--- src/rtl/shift_sequencer.sv ---
// shift_sequencer
// ---------------------------------------------------------------------------
// Command sequencer feeding the PE array and its side shift registers.
// On an accepted start it issues, in order: an optional load/flush, |dx|
// horizontal shifts, |dy| vertical shifts, one multiply and, optionally,
// the inverse vertical then horizontal shifts that restore alignment.
// Each command is presented for one cycle with ack=0 (ISSUE) and then held
// with ack=1 (WAIT) until every downstream ready line is high.
//
// Ports
//   CLK                 clock, all logic on the rising edge
//   reset               synchronous active-high reset
//   start               one-cycle request, honoured only while idle
//   dx, dy              signed offsets (two's complement), captured at start
//   load, restore       sequence options, captured at start
//   ready               downstream ready flags, ANDed together
//   command_to_execute  000 mul, 001 up, 010 down, 011 left, 100 right, 101 load
//   shift_direction     00 up, 01 down, 10 left, 11 right
//   image_to_shift      always 0 (only image A is shifted)
//   ack                 1 = hold/clear, 0 = execute presented command
//   busy                sequence in progress
//   done                one-cycle completion pulse
//   error               sticky timeout flag
// ---------------------------------------------------------------------------
module shift_sequencer #(
   parameter int OFFSET_W  = 6,
   parameter int NUM_READY = 5,
   parameter int TIMEOUT   = 255
) (
   input  logic                 CLK,
   input  logic                 reset,
   input  logic                 start,
   input  logic [OFFSET_W-1:0]  dx,
   input  logic [OFFSET_W-1:0]  dy,
   input  logic                 load,
   input  logic                 restore,
   input  logic [NUM_READY-1:0] ready,
   output logic [2:0]           command_to_execute,
   output logic [1:0]           shift_direction,
   output logic                 image_to_shift,
   output logic                 ack,
   output logic                 busy,
   output logic                 done,
   output logic                 error
);

   // Wait counter only needs to reach TIMEOUT-1.
   localparam int TW = (TIMEOUT > 1) ? $clog2(TIMEOUT + 1) : 1;

   localparam logic [OFFSET_W-1:0] ONE_W = {{(OFFSET_W-1){1'b0}}, 1'b1};

   localparam logic [2:0] PH_LOAD   = 3'd0;
   localparam logic [2:0] PH_HORIZ  = 3'd1;
   localparam logic [2:0] PH_VERT   = 3'd2;
   localparam logic [2:0] PH_MULT   = 3'd3;
   localparam logic [2:0] PH_RVERT  = 3'd4;
   localparam logic [2:0] PH_RHORIZ = 3'd5;
   localparam logic [2:0] PH_NONE   = 3'd6;

   localparam logic [2:0] CMD_MUL   = 3'b000;
   localparam logic [2:0] CMD_UP    = 3'b001;
   localparam logic [2:0] CMD_DOWN  = 3'b010;
   localparam logic [2:0] CMD_LEFT  = 3'b011;
   localparam logic [2:0] CMD_RIGHT = 3'b100;
   localparam logic [2:0] CMD_LOAD  = 3'b101;

   typedef enum logic [1:0] {
      S_IDLE  = 2'd0,
      S_ISSUE = 2'd1,
      S_WAIT  = 2'd2
   } state_t;

   state_t              state_r;
   logic [2:0]          phase_r;
   logic [OFFSET_W-1:0] cnt_r;
   logic [OFFSET_W-1:0] mx_r;
   logic [OFFSET_W-1:0] my_r;
   logic                sx_r;
   logic                sy_r;
   logic                load_r;
   logic                restore_r;
   logic [TW-1:0]       wait_cnt_r;
   logic [2:0]          cmd_r;
   logic [1:0]          dir_r;
   logic                ack_r;
   logic                busy_r;
   logic                done_r;
   logic                error_r;

   logic [OFFSET_W-1:0] mx_in_s;
   logic [OFFSET_W-1:0] my_in_s;
   logic [5:0]          start_mask_s;
   logic [5:0]          run_mask_s;
   logic [2:0]          start_phase_s;
   logic [2:0]          next_phase_s;

   // Unsigned magnitude; the most negative value maps to 2^(OFFSET_W-1).
   function automatic logic [OFFSET_W-1:0] magnitude(input logic [OFFSET_W-1:0] v);
      return v[OFFSET_W-1] ? (~v + ONE_W) : v;
   endfunction

   // One bit per phase, set when that phase issues at least one command.
   function automatic logic [5:0] phase_mask(input logic [OFFSET_W-1:0] mx,
                                             input logic [OFFSET_W-1:0] my,
                                             input logic ld, input logic rs);
      return {rs & (|mx), rs & (|my), 1'b1, |my, |mx, ld};
   endfunction

   // Lowest non-empty phase at or after 'from', PH_NONE if none is left.
   function automatic logic [2:0] first_phase(input logic [5:0] mask, input logic [2:0] from);
      logic [2:0] r;
      r = PH_NONE;
      for (int i = 5; i >= 0; i--) begin
         r = ((i >= int'(from)) && mask[3'(i)]) ? 3'(i) : r;
      end
      return r;
   endfunction

   function automatic logic [OFFSET_W-1:0] count_of(input logic [2:0] ph,
                                                   input logic [OFFSET_W-1:0] mx,
                                                   input logic [OFFSET_W-1:0] my);
      case (ph)
         PH_LOAD:   count_of = ONE_W;
         PH_HORIZ:  count_of = mx;
         PH_VERT:   count_of = my;
         PH_MULT:   count_of = ONE_W;
         PH_RVERT:  count_of = my;
         PH_RHORIZ: count_of = mx;
         default:   count_of = {OFFSET_W{1'b0}};
      endcase
   endfunction

   // sx/sy are the offset sign bits (1 = negative).
   function automatic logic [2:0] cmd_of(input logic [2:0] ph, input logic sx, input logic sy);
      case (ph)
         PH_LOAD:   cmd_of = CMD_LOAD;
         PH_HORIZ:  cmd_of = sx ? CMD_LEFT  : CMD_RIGHT;
         PH_VERT:   cmd_of = sy ? CMD_DOWN  : CMD_UP;
         PH_MULT:   cmd_of = CMD_MUL;
         PH_RVERT:  cmd_of = sy ? CMD_UP    : CMD_DOWN;
         PH_RHORIZ: cmd_of = sx ? CMD_RIGHT : CMD_LEFT;
         default:   cmd_of = CMD_MUL;
      endcase
   endfunction

   // Direction is fixed per axis so the forward-side register captures on the
   // forward shifts and releases on the return shifts.
   function automatic logic [1:0] dir_of(input logic [2:0] ph, input logic sx, input logic sy);
      case (ph)
         PH_HORIZ, PH_RHORIZ: dir_of = sx ? 2'b10 : 2'b11;
         PH_VERT,  PH_RVERT:  dir_of = sy ? 2'b01 : 2'b00;
         default:             dir_of = 2'b00;
      endcase
   endfunction

   // Phase selection from the live inputs (at start) and captured values (running).
   always_comb begin
      mx_in_s       = magnitude(dx);
      my_in_s       = magnitude(dy);
      start_mask_s  = phase_mask(mx_in_s, my_in_s, load, restore);
      run_mask_s    = phase_mask(mx_r, my_r, load_r, restore_r);
      start_phase_s = first_phase(start_mask_s, 3'd0);
      next_phase_s  = first_phase(run_mask_s, phase_r + 3'd1);
   end

   // Sequencer FSM with all bus outputs registered.
   always_ff @(posedge CLK) begin
      if (reset) begin
         state_r    <= S_IDLE;
         phase_r    <= PH_LOAD;
         cnt_r      <= {OFFSET_W{1'b0}};
         mx_r       <= {OFFSET_W{1'b0}};
         my_r       <= {OFFSET_W{1'b0}};
         sx_r       <= 1'b0;
         sy_r       <= 1'b0;
         load_r     <= 1'b0;
         restore_r  <= 1'b0;
         wait_cnt_r <= {TW{1'b0}};
         cmd_r      <= CMD_MUL;
         dir_r      <= 2'b00;
         ack_r      <= 1'b1;
         busy_r     <= 1'b0;
         done_r     <= 1'b0;
         error_r    <= 1'b0;
      end else begin
         done_r <= 1'b0;
         case (state_r)
            S_IDLE: begin
               // The done cycle still counts as the tail of the old sequence.
               if (start && !done_r) begin
                  mx_r      <= mx_in_s;
                  my_r      <= my_in_s;
                  sx_r      <= dx[OFFSET_W-1];
                  sy_r      <= dy[OFFSET_W-1];
                  load_r    <= load;
                  restore_r <= restore;
                  phase_r   <= start_phase_s;
                  cnt_r     <= count_of(start_phase_s, mx_in_s, my_in_s);
                  cmd_r     <= cmd_of(start_phase_s, dx[OFFSET_W-1], dy[OFFSET_W-1]);
                  dir_r     <= dir_of(start_phase_s, dx[OFFSET_W-1], dy[OFFSET_W-1]);
                  ack_r     <= 1'b0;
                  busy_r    <= 1'b1;
                  error_r   <= 1'b0;
                  state_r   <= S_ISSUE;
               end else begin
                  state_r <= S_IDLE;
               end
            end
            S_ISSUE: begin
               ack_r      <= 1'b1;
               wait_cnt_r <= {TW{1'b0}};
               state_r    <= S_WAIT;
            end
            S_WAIT: begin
               if (&ready) begin
                  wait_cnt_r <= {TW{1'b0}};
                  if (cnt_r != ONE_W) begin
                     cnt_r   <= cnt_r - ONE_W;
                     ack_r   <= 1'b0;
                     state_r <= S_ISSUE;
                  end else if (next_phase_s != PH_NONE) begin
                     phase_r <= next_phase_s;
                     cnt_r   <= count_of(next_phase_s, mx_r, my_r);
                     cmd_r   <= cmd_of(next_phase_s, sx_r, sy_r);
                     dir_r   <= dir_of(next_phase_s, sx_r, sy_r);
                     ack_r   <= 1'b0;
                     state_r <= S_ISSUE;
                  end else begin
                     cmd_r   <= CMD_MUL;
                     dir_r   <= 2'b00;
                     busy_r  <= 1'b0;
                     done_r  <= 1'b1;
                     state_r <= S_IDLE;
                  end
               end else if ((TIMEOUT != 0) && (wait_cnt_r == TW'(TIMEOUT - 1))) begin
                  // Abandon the remaining commands.
                  cmd_r   <= CMD_MUL;
                  dir_r   <= 2'b00;
                  busy_r  <= 1'b0;
                  done_r  <= 1'b1;
                  error_r <= 1'b1;
                  state_r <= S_IDLE;
               end else begin
                  wait_cnt_r <= wait_cnt_r + TW'(1'b1);
               end
            end
            default: begin
               ack_r   <= 1'b1;
               busy_r  <= 1'b0;
               cmd_r   <= CMD_MUL;
               dir_r   <= 2'b00;
               state_r <= S_IDLE;
            end
         endcase
      end
   end

   assign command_to_execute = cmd_r;
   assign shift_direction    = dir_r;
   assign image_to_shift     = 1'b0;
   assign ack                = ack_r;
   assign busy               = busy_r;
   assign done               = done_r;
   assign error              = error_r;

endmodule

--- config.mk ---
export PLATFORM = sky130hd
export DESIGN_NAME = shift_sequencer
export DESIGN_NICKNAME = d
export VERILOG_FILES = /design/src/rtl/shift_sequencer.sv
export SDC_FILE = /design/constraint.sdc
export NUM_CORES = 1
export LEC_CHECK = 0
export ABC_AREA = 1
export BUFFER_PORTS_ARGS = -buffer_cell sky130_fd_sc_hd__buf_2
export CAP_MARGIN = 10
export CORE_MARGIN = 1.5
export CORE_UTILIZATION = 40
export CTS_BUF_LIST = sky130_fd_sc_hd__clkbuf_16
export CTS_CLUSTER_SIZE = 30
export DETAILED_ROUTE_END_ITERATION = 10
export SYNTH_ARGS = -nofsm -noshare
export SYNTH_HDL_FRONTEND = slang
export SYNTH_SLANG_ARGS = --single-unit
--- constraint.sdc ---
create_clock -name CLK -period 3.45 [get_ports CLK]
set_input_delay 0.1725 -clock CLK [delete_from_list [all_inputs] [get_ports CLK]]
set_output_delay 0.1725 -clock CLK [all_outputs]
set_load 0.01 [all_outputs]
==> impl_metrics.ini, run 1 <==
[run_status]
outcome = finished clean

[synthesis]
ys_seq_elements = 43
synthesized_netlist_net_count = 449
syn-instance-count = 415
synth.most_common_cell = nand2_1
seq_area_frac_synth = 0.304
synth_largest_area_cell = dfxtp_1
ys_types = 41
count_of_flip_flops_with_a_built_in_enable_after_synthesis = 0
post_synth_instance_area_um2 = 2830
mean_syn_cell_area_um2 = 6.82
synthTopCellsByCount = nand2_1 (88), inv_1 (65), dfxtp_1 (43)
yosys_warnings = 0
synth_largest_type_area_fraction = 0.304
ys.flop_type = dfxtp_1
synth_async_sr_flop_share = 0
synth_area_leaders = dfxtp_1 (30%), nand2_1 (12%), inv_1 (8.6%)

[timing]
post-route-worst-setup-slack_ns = 1.02
timing.max_slew.rel_slack = 0.661
maxClockFrequency_mhz = 412
setup_repair_after_global_routing_missed_its_margin = no
finalSetupTns_ns = 0
finalHoldViolations = 0
finalMaxSlewViolations = 0
maximum_clock_skew_at_final_layout_ns = 0.00695
finalCritPeriodShare = 0.704
finalWorstPathRequiredPeriod_ns = 2.43
actual_slew_at_the_worst_max_slew_pin_ns = 0.507
setup_violations = 0

[grt]
groute.usage.overall = 0.197
globalRoute.totalOverflow = 0
number_of_antenna_violations_at_the_first_check_in_global_routing = 0
global_route_wire_length_before_repair_um = 11700
first_global_vias = 2490
largest_net_degree_at_the_start_of_global_routing = 19

[drt]
route.antenna.remaining_nets = 0
detailedRoute.firstIterationViolations = 148
drt_pass1_iterations = 4
detail_route.drc_violations = 0
detail_route.wl_per_cell_um = 12.8
routed_wl_um = 6930
drt-vias-per-instance = 4.98
routed-via-count = 2689

[clock_tree]
cts_max_path_buffers = 2
clock-root-buffer = clkbuf_16
post_cts_buffers = 0
insertion_delay_ns = 0.29
ctsHoldBuffers = 0
tritoncts = yes
tritoncts.num_buffers = 5
cts.htree.levels = 2
cts_resized = 0
tritoncts_num_sinks = 43
clk_pin_slew_ns = 0.06

[die]
floorplan.die.width_um = 87.1
core_um2 = 6830
start_util = 0.414
die_y_um = 87.1
die_area_um2 = 7590
fp-row-count = 30
pin_count = 32

[critical_path]
worst_setup_ep = cnt_r[0]$_SDFFE_PP0P_
worst_setup_path_startpoint = dx[0]
worst-setup-path-type = primary input to register
worst_setup_path_start_kind = primary input
endpoint_of_the_worst_register_to_register_path = shift_direction[0]$_SDFFE_PP0P_
cp_data_required_time_ns = 3.67
worst-endpoint-arrival_ns = 2.65
r2r_cells = 13
r2r_slack_ns = 1.48
setup.worst_path.end_class = register
worst_r2r_startpoint = phase_r[1]$_SDFFE_PP0P_
timing.critical_path.fanout_max = 6

[placed_design]
place.gp.congestion = 0.866
port-buffer-count = 29
number_of_cells_after_detailed_placement = 532
placement.setup.worst_slack_ns = 0.804
dp_hpwl_um = 5300

[pwr]
peakVddDrop_uv = 281
cellPowerDensity_nw_per_um2 = 519
power.static_leakage_nw = 1.51

[flow_run]
max_cap_viol_count = 0

[finish]
stdcell_count = 540
antenna_cells_inserted = 0
design.final.nets = 477
drive_gt1_frac = 0.167
areaGrowthSynthToFinish_pct = 12.6

[min_path]
holdPathStages = 3
worst_hold_path_type = primary input to register
## layer usage
| layer | global-route usage | wire length (µm) | share of wire | vias up |
|---|---|---|---|---|
| met5 | 0 | 0 | 0 | - |
| met4 | 0.0462 | 91 | 0.013 | 0 |
| met3 | 0.0408 | 317 | 0.046 | 12 |
| met2 | 0.311 | 3140 | 0.45 | 68 |
| met1 | 0.276 | 3380 | 0.49 | 1197 |
| li1 | - | - | - | 1412 |
## per-stage QoR
step	util	total power, mW	hold slack, ns	area [µm²]
finish	0.466	1.65	0.262	3190
global route	0.466	1.78	0.270	3190
CTS	0.466	1.66	0.257	3190
detailed placement	0.446	1.19	0.452	3050
global placement	0.446	1.19	0.450	3050
floorplan	-	1.05	0.381	2830
## report_power, final
| part | internal (mW) | switching, mW | total, mW |
|---|---|---|---|
| registers | 0.560 | 0.0462 | 0.606 |
| clock network | 0.263 | 0.196 | 0.460 |
| logic | 0.188 | 0.400 | 0.587 |
## registers in the layout, indices dropped and copies added (netlist names), 2 cells and up
name	flops
mx_r	6
state_r	2
wait_cnt_r	8
phase_r	3
shift_direction	2
cnt_r	6
my_r	6
command_to_execute	3
## cell usage in the layout (no fill, tap or decap), types with 3 or more instances in the layout
cell type and n:
nor2_1 22, buf_2 29, nand3_1 34, a31oi_1 4, a21oi_1 28, o22ai_1 17
ha_1 12, inv_2 9, nor3_1 3, inv_1 65, nor2_4 3, nand4_1 6
nand2_2 4, clkbuf_16 5, xor2_1 6, nand3_2 3, nor2_2 4, o21ai_0 28
o21ai_1 4, dfxtp_1 43, nand2_1 88
## worst max-delay path: stages
cell,delay (ns)
buf_2,0.12
inv_1,0.13
ha_1,0.25
inv_1,0.05
nand2_1,0.04
o21ai_0,0.19
nand3_1,0.14
nor2_1,0.14
nand2_1,0.10
nand2_1,0.15
nand2_1,0.13
inv_1,0.10
ha_1,0.19
inv_1,0.11
o2111ai_1,0.25
o21ai_0,0.12
nor2_1,0.11
nand2_1,0.06
a21oi_1,0.11
## cells by family (layout without fill, tap and decap cells)
group | count (synthesis) | count (layout) | synth area share
AND/OR/NAND/NOR | 175 | 175 | 0.302
AO/OA/AOI/OAI | 92 | 92 | 0.195
buffers and inverters | 84 | 113 | 0.120
flip-flops | 43 | 43 | 0.304
adder cells (fa/ha/maj) | 12 | 12 | 0.0530
XOR/XNOR | 8 | 8 | 0.0248
other | 1 | 1 | 0.00132
## how the worst min path moves through the flow
stage                               startpoint                         endpoint  slack [ns]
6_report                                 dy[0]             my_r[0]$_SDFFE_PP0P_        0.26
5_1_grt                                  dy[0]             my_r[0]$_SDFFE_PP0P_        0.27
4_1_cts                                  dx[0]             mx_r[0]$_SDFFE_PP0P_        0.26
3_5_place_dp   shift_direction[1]$_SDFFE_PP0P_  shift_direction[1]$_SDFFE_PP0P_        0.45
3_3_place_gp   shift_direction[1]$_SDFFE_PP0P_  shift_direction[1]$_SDFFE_PP0P_        0.45
2_1_floorplan                            dx[0]             mx_r[0]$_SDFFE_PP0P_        0.38
## area by class of cell
class / instances / area (µm²)
clock inverters: 3 / 15.0
multi-input cells: 288 / 1630
fillers: 737 / 3640
repair buffers: 29 / 145
inverters: 76 / 290
flip-flops and latches: 43 / 861
well taps: 96 / 120
clock buffers: 5 / 125
No activity file was read; power rests on OpenSTA's default activity.
==> inputs of run 2 (changes only) <==
- clock period: 3.45 -> 2.3 ns (I/O delays scaled with it)
==> run 2 against run 1 <==
Utilization up 1.1 points. First-iteration DRC count fell by 47%. Wire length grew 1.7%. Clock skew is 0.0015 ns higher. Sequential power rose by 50%. Critical path depth shrank 6.
==> impl_metrics.ini, run 2 (synthesized netlist as in run 1, its figures left out) <==
[timing]
actual_slew_at_the_worst_max_slew_pin_ns = 0.523
maxClockFrequency_mhz = 502
finalSetupTns_ns = 0
maximum_clock_skew_at_final_layout_ns = 0.00840
finalWorstPathRequiredPeriod_ns = 1.99
setup_violations = 0
finalCritPeriodShare = 0.865
finalMaxSlewViolations = 0
setup_repair_after_global_routing_missed_its_margin = no
timing.max_slew.rel_slack = 0.651
finalHoldViolations = 0

[finish]
multi_input_comb_area_um2 = 1630
areaGrowthSynthToFinish_pct = 15.3
final_cell_mix = nand2_1 (88), inv_1 (66), dfxtp_1 (43)
nFillCells = 740
largest_register_ffs = 8
most_frequent_standard_cell_in_the_layout_excluding_fill_and_tap_cells = nand2_1
largest_register = wait_cnt_r
antenna_cells_inserted = 0
seqCellArea_um2 = 861
drive_gt1_frac = 0.187
design.final.nets = 487
finish.utilization = 0.478

[die]
fp-row-count = 30
die_y_um = 87.1
die_area_um2 = 7590
start_util = 0.414
core_um2 = 6830
floorplan.die.width_um = 87.1
pin_count = 32

[critical_path]
setup.worst_path.end_class = register
endpoint_of_the_worst_register_to_register_path = cnt_r[3]$_SDFFE_PP0P_
worst-endpoint-arrival_ns = 2.17
r2r_cells = 13
cp_data_required_time_ns = 2.48
timing.critical_path.fanout_max = 9
worst-setup-path-type = register to register
worst_setup_path_start_kind = register
r2r_slack_ns = 0.31
worst_r2r_startpoint = phase_r[1]$_SDFFE_PP0P_

[min_path]
worst_hold_path_type = primary input to register
timing.hold.worst_endpoint = ack$_SDFFE_PP1P_
holdPathStages = 3
hold_path.startpoint = reset

[grt]
groute.usage.overall = 0.199
use_met3 = 0.0379
number_of_antenna_violations_at_the_first_check_in_global_routing = 0
globalRoute.totalOverflow = 0
largest_net_degree_at_the_start_of_global_routing = 18
gr-usage-met2 = 0.333
globalRoute.busiestLayer = met2
first_global_vias = 2643
global_route.usage.met1 = 0.264
global_route_wire_length_before_repair_um = 12000

[pwr]
internal-power_mw = 1.53
cellPowerDensity_nw_per_um2 = 765
proportion_of_total_power_due_to_net_switching = 0.387
peakVddDrop_uv = 324
clockPowerShare = 0.280
netSwitchingPower_uw = 967
power.share.sequential = 0.364
power.share.combinational = 0.357
power.static_leakage_nw = 1.57

[drt]
routed_wl_um = 7040
detailedRoute.firstIterationViolations = 78
routed-via-count = 2749
drt-vias-per-instance = 5.00
route.antenna.remaining_nets = 0
detail_route.wl_per_cell_um = 12.8
detail_route.drc_violations = 0
drt_pass1_iterations = 4

[clock_tree]
cts_resized = 0
clk_pin_slew_ns = 0.06
tritoncts.num_buffers = 5
tritoncts = yes
tritoncts_num_sinks = 43
post_cts_buffers = 0
cts_max_path_buffers = 2
clock-root-buffer = clkbuf_16
cts.htree.levels = 2
ctsHoldBuffers = 0
insertion_delay_ns = 0.29

[placed_design]
dp_hpwl_um = 5510
port-buffer-count = 29
place.gp.congestion = 0.911

[flow_run]
max_cap_viol_count = 0

[run_status]
outcome = finished clean
==> run 2: cell count changes in the layout (fill, tap and decap cells not counted), sizes merged <==
cell    previous run  this run
buf               29        39
inv               76        77
clkinv             2         1
==> run 2: cell type report <==
cell class	instances	area share
Sequential cell	43	0.264
Multi-Input combinational cell	288	0.500
Timing Repair Buffer	39	0.0675
Tap cell	96	0.0368
Clock inverter	3	0.00498
Inverter	76	0.0890
Clock buffer	5	0.0383
==> run 2: power by group through the flow <==
stage          clock [mW]  sequential [mW]  combinational [mW]
5_1_grt             0.740            0.922                1.01
3_3_place_gp            0            0.922               0.874
2_1_floorplan           0            0.918               0.664
4_1_cts             0.708            0.908               0.886
3_5_place_dp            0            0.924               0.881
6_report            0.698            0.908               0.891
==> run 2: critical path: stages (launching register included) <==
cell and delay (ns):
dfxtp_1 0.39, inv_1 0.07, ha_1 0.27, inv_1 0.09, o21bai_1 0.18, nand3_2 0.20, nand2_1 0.15, inv_2 0.09
nand3_1 0.10, o21ai_0 0.09, nand2_1 0.07, nand3_1 0.09, nand2_1 0.07, inv_1 0.03
==> run 2: through the flow <==
step	area [µm²]	setup WS (ns)	cells	hold slack (ns)	total power [mW]
floorplan	2830	0.271	415	0.323	1.58
global placement	3120	0.113	542	0.412	1.80
detailed placement	3120	0.0121	542	0.424	1.81
CTS	3260	0.310	550	0.133	2.50
global route	3260	0.0356	550	0.161	2.67
finish	3260	0.310	550	0.128	2.50
==> run 2: routing by layer <==
metal	wire length [µm]	vias to the layer above
met4	73	0
met3	284	8
met1	3440	1252
met5	0	-
li1	-	1434
met2	3250	55
==> run 2: worst max path at each step <==
stage / start / to / cells past startpoint
4_1_cts: dx[0] / cnt_r[0]$_SDFFE_PP0P_ / 19
6_report: phase_r[1]$_SDFFE_PP0P_ / cnt_r[3]$_SDFFE_PP0P_ / 13
3_5_place_dp: dx[0] / cnt_r[0]$_SDFFE_PP0P_ / 19
2_1_floorplan: dx[0] / cnt_r[0]$_SDFFE_PP0P_ / 18
5_1_grt: dx[0] / cnt_r[0]$_SDFFE_PP0P_ / 19
3_3_place_gp: dx[0] / cnt_r[0]$_SDFFE_PP0P_ / 19
==> inputs of run 3 (changes only) <==
- CORE_ASPECT_RATIO: unset -> 0.5
- TNS_END_PERCENT: unset -> 20
==> run 3 against run 2 <==
Cell count fell by 0.55%. Critical path depth rose by 6. Worst setup slack got worse by 0.0018 ns. Cell area rose by 1.0%. Global-route usage fell by 0.43 points. Largest cell class unchanged. Flip-flop and latch count did not move. Register-to-register slack improved by 0.04 ns. Clock skew barely moved. Die area rose by 0.41%. Sequential share of layout area fell by 0.27 points. Non-clock buffer count rose by 1.
==> impl_metrics.ini, run 3 (synthesized netlist as in run 1, its figures left out) <==
[finish]
final_cell_mix = nand2_1 (88), inv_1 (65), dfxtp_1 (43)
design.final.nets = 488
drive_gt1_frac = 0.191
areaGrowthSynthToFinish_pct = 16.5
most_frequent_standard_cell_in_the_layout_excluding_fill_and_tap_cells = nand2_1
largest_register_ffs = 8
antenna_cells_inserted = 0
largest_register = wait_cnt_r

[timing]
maxClockFrequency_mhz = 502
setup_violations = 0
finalHoldViolations = 0
actual_slew_at_the_worst_max_slew_pin_ns = 0.542
finalCritPeriodShare = 0.866
finalMaxSlewViolations = 0
worst_hold_slack_ns = 0.220
finalSetupTns_ns = 0
finalWorstPathRequiredPeriod_ns = 1.99
maximum_clock_skew_at_final_layout_ns = 0.00879
post-route-worst-setup-slack_ns = 0.308
setup_repair_after_global_routing_missed_its_margin = no
timing.max_slew.rel_slack = 0.638

[drt]
routed-via-count = 2722
detail_route.drc_violations = 0
drt-vias-per-instance = 4.98
detail_route.wl_per_cell_um = 12.7
drt_pass1_iterations = 5
detailedRoute.firstIterationViolations = 172
route.antenna.remaining_nets = 0
routed_wl_um = 6950

[critical_path]
worst_setup_ep = cnt_r[0]$_SDFFE_PP0P_
endpoint_of_the_worst_register_to_register_path = shift_direction[0]$_SDFFE_PP0P_
worst_setup_path_start_kind = primary input
worst-endpoint-arrival_ns = 2.22
cp_data_required_time_ns = 2.53
r2r_slack_ns = 0.35
worst_setup_path_startpoint = dx[0]
worst_r2r_startpoint = phase_r[1]$_SDFFE_PP0P_
r2r_cells = 13
timing.critical_path.fanout_max = 3
worst-setup-path-type = primary input to register
setup.worst_path.end_class = register

[grt]
global_route_wire_length_before_repair_um = 11700
first_global_vias = 2406
number_of_antenna_violations_at_the_first_check_in_global_routing = 0
groute.usage.overall = 0.195
largest_net_degree_at_the_start_of_global_routing = 19
globalRoute.totalOverflow = 0

[flow_run]
max_cap_viol_count = 0

[die]
die_area_um2 = 7620
fp-row-count = 21
start_util = 0.419
die_y_um = 62.5
core_um2 = 6750
floorplan.die.width_um = 122
pin_count = 32

[clock_tree]
tritoncts = yes
tritoncts.num_buffers = 5
cts.htree.levels = 2
cts_resized = 0
cts_max_path_buffers = 2
post_cts_buffers = 0
clk_pin_slew_ns = 0.07
clock-root-buffer = clkbuf_16
tritoncts_num_sinks = 43
ctsHoldBuffers = 0
insertion_delay_ns = 0.29

[pwr]
p_total_mw = 2.64
peakVddDrop_uv = 368
power.static_leakage_nw = 1.59
cellPowerDensity_nw_per_um2 = 801

[run_status]
outcome = finished clean

[min_path]
worst_hold_path_type = primary input to register

[placed_design]
port-buffer-count = 29
dp_hpwl_um = 5440
placement.setup.worst_slack_ns = 0.0206
place.gp.congestion = 0.838
## run 3: changes by cell type in the layout (fill, tap and decap cells not counted)
cell,delta
inv_6,+1
buf_4,+1
clkinv_2,-1
clkinvlp_4,-1
bufinv_16,+1
clkinv_4,+1
inv_1,-1
## run 3: cell type report
type	instances	area, µm²
Clock buffer	5	125
Timing Repair Buffer	40	228
Inverter	76	290
Multi-Input combinational cell	288	1630
Clock inverter	3	47.5
Sequential cell	43	861
Tap cell	92	115
Fill cell	719	3460
## run 3: metrics by stage
| step | utilization | instance area [µm²] | cells |
|---|---|---|---|
| after floorplan | - | 2830 | 415 |
| after global placement | 0.463 | 3120 | 539 |
| after detailed placement | 0.463 | 3120 | 539 |
| after CTS | 0.488 | 3300 | 547 |
| after global routing | 0.488 | 3300 | 547 |
| final | 0.488 | 3300 | 547 |
## run 3: where the power goes
part / leakage, nW / switching, mW / internal (mW)
clock: 0.0844 / 0.320 / 0.518
combinational: 1.15 / 0.604 / 0.294
sequential: 0.353 / 0.0662 / 0.839
total: 1.59 / 0.990 / 1.65
## run 3: how the worst min path moves through the flow
| stage | to | slack [ns] | startpoint | cells past startpoint |
|---|---|---|---|---|
| after floorplan | mx_r[0]$_SDFFE_PP0P_ | 0.32 | dx[0] | 2 |
| after global placement | command_to_execute[1]$_SDFFE_PP0P_ | 0.45 | command_to_execute[1]$_SDFFE_PP0P_ | 2 |
| after detailed placement | shift_direction[1]$_SDFFE_PP0P_ | 0.45 | shift_direction[1]$_SDFFE_PP0P_ | 2 |
| after CTS | state_r[0]$_SDFFE_PP0P_ | 0.22 | reset | 2 |
| after global routing | done$_SDFF_PP0_ | 0.24 | reset | 2 |
| final | mx_r[5]$_SDFFE_PP0P_ | 0.22 | dx[4] | 4 |
## run 3: per-layer routing
layer  global-route usage  share of wire
met5                    0              0
met4               0.0441         0.0085
met3               0.0338          0.051
met2                0.278           0.40
met1                0.299           0.54
## run 3: worst max-delay path: stages
cell	delay, ns
buf_2	0.11
inv_1	0.05
ha_1	0.28
inv_1	0.05
nand2_1	0.04
o21ai_0	0.12
nand3_1	0.11
nor2_1	0.13
nand2_1	0.10
nand2_1	0.08
nand2_1	0.08
inv_1	0.08
ha_1	0.17
inv_1	0.05
o2111ai_1	0.25
o21ai_0	0.14
nor2_1	0.11
nand2_1	0.06
a21oi_1	0.10
